<file path="src/rtl/module_branch_predictor.sv">
// Dynamic branch predictor: direct-mapped BTB with 2-bit saturating counters,
// a prediction pipe F->D->E, and Execute-stage training and recovery.
module module_branch_predictor #(
    parameter int INDEX_BITS = 4
) (
    input  logic        clk_i,
    input  logic        rst_n_i,
    input  logic [31:0] pcf_i,
    input  logic        stalld_i,
    input  logic        flushd_i,
    input  logic        flushe_i,
    input  logic        branche_i,
    input  logic        pcsrce_i,
    input  logic [31:0] pctargete_i,
    input  logic [31:0] pcplus4e_i,
    output logic        predtakenf_o,
    output logic [31:0] predtargetf_o,
    output logic        prediction_bit_e_o,
    output logic        mispredicte_o,
    output logic [31:0] recoverypce_o
);

    localparam int DEPTH = 32'sd1 << INDEX_BITS;
    localparam int TAG_W = 32'sd30 - INDEX_BITS;

    function automatic logic [1:0] ctr_next(input logic [1:0] ctr, input logic taken);
        logic [1:0] res;
        res = ctr;
        if (taken) begin
            if (ctr != 2'b11) res = ctr + 2'b01;
            else              res = ctr;
        end else begin
            if (ctr != 2'b00) res = ctr - 2'b01;
            else              res = ctr;
        end
        return res;
    endfunction

    logic                  valid_r  [DEPTH];
    logic [TAG_W-1:0]      tag_r    [DEPTH];
    logic [31:0]           target_r [DEPTH];
    logic [1:0]            ctr_r    [DEPTH];

    logic                  pred_d_r, valid_d_r, pred_e_r, valid_e_r;
    logic [INDEX_BITS-1:0] idx_d_r, idx_e_r;

    logic [INDEX_BITS-1:0] idx_f_s;
    logic [TAG_W-1:0]      tag_f_s, tag_e_s;
    logic [31:0]           br_pc_s;
    logic                  hit_s, upd_s;
    logic                  unused_bits_s;

    assign idx_f_s = pcf_i[INDEX_BITS+1:2];
    assign tag_f_s = pcf_i[31:INDEX_BITS+2];
    // The branch's own PC is recovered from PC+4 so the tag can be written in E.
    assign br_pc_s = pcplus4e_i - 32'd4;
    assign tag_e_s = br_pc_s[31:INDEX_BITS+2];
    assign upd_s   = branche_i & valid_e_r;
    assign unused_bits_s = ^{pcf_i[1:0], br_pc_s[INDEX_BITS+1:0]};

    // Fetch lookup and Execute resolution outputs.
    always_comb begin
        hit_s              = valid_r[idx_f_s] && (tag_r[idx_f_s] == tag_f_s);
        predtakenf_o       = hit_s & ctr_r[idx_f_s][1];
        predtargetf_o      = target_r[idx_f_s];
        prediction_bit_e_o = pred_e_r;
        mispredicte_o      = upd_s & (pcsrce_i ^ pred_e_r);
        if (pcsrce_i) recoverypce_o = pctargete_i;
        else          recoverypce_o = pcplus4e_i;
    end

    // D and E prediction registers; flush beats stall in D, E only bubbles.
    always_ff @(posedge clk_i or negedge rst_n_i) begin
        if (!rst_n_i) begin
            pred_d_r  <= 1'b0;
            idx_d_r   <= {INDEX_BITS{1'b0}};
            valid_d_r <= 1'b0;
            pred_e_r  <= 1'b0;
            idx_e_r   <= {INDEX_BITS{1'b0}};
            valid_e_r <= 1'b0;
        end else begin
            if (flushd_i) begin
                pred_d_r  <= 1'b0;
                idx_d_r   <= {INDEX_BITS{1'b0}};
                valid_d_r <= 1'b0;
            end else if (!stalld_i) begin
                pred_d_r  <= predtakenf_o;
                idx_d_r   <= idx_f_s;
                valid_d_r <= 1'b1;
            end
            if (flushe_i) begin
                pred_e_r  <= 1'b0;
                idx_e_r   <= {INDEX_BITS{1'b0}};
                valid_e_r <= 1'b0;
            end else begin
                pred_e_r  <= pred_d_r;
                idx_e_r   <= idx_d_r;
                valid_e_r <= valid_d_r;
            end
        end
    end

    // Table training; a taken resolution claims the entry even if another branch aliased it.
    always_ff @(posedge clk_i or negedge rst_n_i) begin
        if (!rst_n_i) begin
            for (int i = 32'sd0; i < DEPTH; i++) begin
                valid_r[i]  <= 1'b0;
                tag_r[i]    <= {TAG_W{1'b0}};
                target_r[i] <= 32'd0;
                ctr_r[i]    <= 2'b01;
            end
        end else if (upd_s) begin
            ctr_r[idx_e_r] <= ctr_next(ctr_r[idx_e_r], pcsrce_i);
            if (pcsrce_i) begin
                valid_r[idx_e_r]  <= 1'b1;
                tag_r[idx_e_r]    <= tag_e_s;
                target_r[idx_e_r] <= pctargete_i;
            end
        end
    end

endmodule

</file>
<file path="config.mk">
export PLATFORM = sky130hd
export DESIGN_NAME = module_branch_predictor
export DESIGN_NICKNAME = d
export VERILOG_FILES = /design/src/rtl/module_branch_predictor.sv
export SDC_FILE = /design/constraint.sdc
export NUM_CORES = 1
export LEC_CHECK = 0
export ABC_AREA = 0
export CAP_MARGIN = 20
export CORE_ASPECT_RATIO = 0.8
export CORE_MARGIN = 2
export CORE_UTILIZATION = 38
export CTS_CLUSTER_DIAMETER = 120
export DETAILED_ROUTE_END_ITERATION = 6
export PLACE_DENSITY = 0.6
export REMOVE_ABC_BUFFERS = 1
export SLEW_MARGIN = 20
export SYNTH_ARGS = -nofsm -noshare
export SYNTH_HDL_FRONTEND = slang
export SYNTH_SLANG_ARGS = --single-unit
</file>
<file path="constraint.sdc">
create_clock -name clk_i -period 6.2 [get_ports clk_i]
set_input_delay 1.24 -clock clk_i [delete_from_list [all_inputs] [get_ports clk_i]]
set_output_delay 1.24 -clock clk_i [all_outputs]
set_load 0.03 [all_outputs]
</file>
==> impl_metrics.toml <==
[routing]
drtIter0Drc = 2127
drc = 0
wl_per_cell_um = 24.07
drt_wl_total_mm = 121.4
firstDrtPassIters = 5
ant_nets = 0
vias = 27670
viasPerCell = 5.484

[pwr]
power_density_nw_per_um2 = 281.5
ir_drop_mv = 0.1985
p_leak_uw = 0.02369

[cts]
hold_buffers = 0
cts_num_sinks = 988
cts_tree = "yes"
clkTransAtPathRegs_ns = 0.06
h-tree-depth = 3
cts_max_path_buffers = 3
cts_buffers = 98
post_cts_resized = 0
clock_latency_ns = 0.71
postCtsSetupBuffers = 0
cts_root_buf = "clkbuf_16"

[yosys]
ys_seq_area_frac = 0.5544
synth_area_leaders = "dfrtp_1 (54%), mux2_2 (15%), mux4_2 (13%)"
synth-seq-cells = 988
syn_area_sq_um = 44630
yosys-top-cells-count = "dfrtp_1 (972), mux2_2 (589), nand2_1 (460)"
synth_edf_count = 0
yosys_most_used_dff = "dfrtp_1"
yosys.area.top_type = "dfrtp_1"
yosysMostFrequentCell = "dfrtp_1"
syn_avg_cell_area_sq_um = 13.27
synth_top_cell_area_share = 0.5450
synthArstFlopShare = 1.000
yosysWarnings = 0
ys_types = 61
syn_inst = 3363

[cells_and_area]
syn_to_final_growth_pct = 15.51
fin_nets = 3528
layoutNonFillerInstCount = 5046
drive_above_1_share = 0.3257

[timing]
fin_tns_setup_ns = 0
min_period_over_period = 0.9439
slew_headroom = 0.2438
setup-violations-final = 0
rsz0062_at_grt = "false"
post-route-min-period_ns = 5.852
fmax_mhz = 170.9
clock-skew-final_ns = 0.03739
worst_pin_slew_ns = 1.134
finalMaxSlewViolations = 0
holdWs_ns = 0.4683
hold_violations = 0

[placed_design]
routabilityCongestion = 0.7830
dp_hpwl_mm = 72.66
place.port_buffers = 167
dp_cells = 4863

[setup_path]
cp-start-kind = "input port"
path_class = "in2out"
critPathArrivalTime_ns = 4.61
r2r_slack_ns = 2.70
cp_max_fo = 58
crit_path_end_kind = "output pin"
r2r_cells = 5
worst_ep_required_time_ns = 4.96

[status]
outcome = "complete, no violations"

[global_route]
overflow = 0
antenna_found_initial = 7
grt_pass1_vias = 27860
track_usage = 0.2043
grt_max_degree = 158
grt_pass1_wl_mm = 186.2

[floorplanning]
die-height_um = 310.5
dieArea_sq_um = 120200
core_sq_um = 116600
initial_core_util = 0.3828
row_count = 112
die_x_um = 387.2
ios = 170

[worst_hold_path]
min_path_type = "reg2reg"
hold_path_depth = 1

[job]
cap_violations = 0
[routing by layer]
layer  up-vias  global-route usage  share of wire
met2       567              0.3028           0.45
met5         -                   0        0.00016
met1     14670              0.3182           0.50
met3       135             0.03088          0.040
li1      12300                   -              -
met4         4             0.04013          0.016
[power breakdown]
group | switching (uW) | internal [uW] | leakage [uW]
clock | 2660 | 3750 | 0.00172
sequential | 133 | 6710 | 0.0136
combinational | 707 | 557 | 0.00839
[path summary, 6_finish.rpt]
path                                 end  startpoint
max in group asynchronous  target_r[331]     rst_n_i
hold / removal                valid_r[9]  valid_r[9]
setup / recovery            predtakenf_o    pcf_i[2]
setup reg to reg           target_r[419]  idx_e_r[1]
min in group asynchronous  target_r[352]     rst_n_i
hold reg to reg               valid_r[9]  valid_r[9]
[cells by family after synthesis]
group | share of synthesized area
muxes | 0.2879
buffers and inverters | 0.02649
xor gates and xnor gates | 0.01079
AOI/OAI and AO/OA | 0.06008
and+or+nand+nor | 0.05988
adders and majority gates | 0.0004485
DFF | 0.5544
[through the flow]
stage / utilization / instance area (sq um) / power [uW] / setup WS [ns]
finish: 0.4422 / 51560 / 14510 / 0.3477
global route: 0.4422 / 51550 / 15080 / 0.1436
CTS: 0.4420 / 51530 / 14660 / 0.2869
detailed placement: 0.4121 / 48040 / 8237 / 0.3057
global placement: 0.4119 / 48020 / 8216 / 0.3090
floorplan: - / 43470 / 7550 / 1.335
[sequential cells by signal (all words and copies together) (netlist names)]
signal,flops
target_r,512
idx_e_r,4
ctr_r,32
prediction_bit_e_o,1
idx_d_r,4
valid_e_r,1
valid_r,16
pred_d_r,1
valid_d_r,1
tag_r,416
[placed cells by master (no fill, tap or decap), types with 10 or more instances in the layout]
cell / synthesis / layout
o21ai_0: 412 / 412
clkdlybuf4s50_1: 0 / 160
xor2_1: 34 / 33
clkbuf_1: 240 / 17
a221oi_1: 11 / 11
nand2_1: 460 / 444
nor2b_1: 16 / 16
nor2_1: 33 / 33
nor4_1: 11 / 11
mux2i_1: 61 / 61
nor3_1: 15 / 15
clkbuf_16: 0 / 99
o22ai_1: 14 / 14
mux2_2: 589 / 589
mux4_2: 249 / 249
clkinv_2: 0 / 15
nand2b_1: 24 / 24
buf_4: 11 / 74
nand2_4: 0 / 16
o21ai_1: 22 / 22
dfstp_2: 16 / 16
buf_12: 0 / 15
clkbuf_8: 0 / 32
xnor2_1: 21 / 17
nand3_1: 20 / 20
dfrtp_1: 972 / 972
bufinv_16: 0 / 10
[cell type report]
cell class	instances	area (sq um)
fill	10670	65040
clock buffer	148	2982
timing repair buffer	253	2510
sequential	988	24740
multi-input combinational	2078	18860
tap	1539	1926
clock inverter	33	505.5
inverter	6	22.52
antenna	1	2.502
[critical path: stages]
cell	delay [ns]
buf_8	0.49
buf_12	0.29
buf_12	0.23
buf_4	0.20
mux2i_1	0.10
a221oi_1	0.41
xor2_1	0.12
nor4_1	0.51
o22ai_1	0.25
nor4_1	0.30
buf_4	0.21
buf_12	0.12
Note: power is estimated with default switching activity, not from simulation.
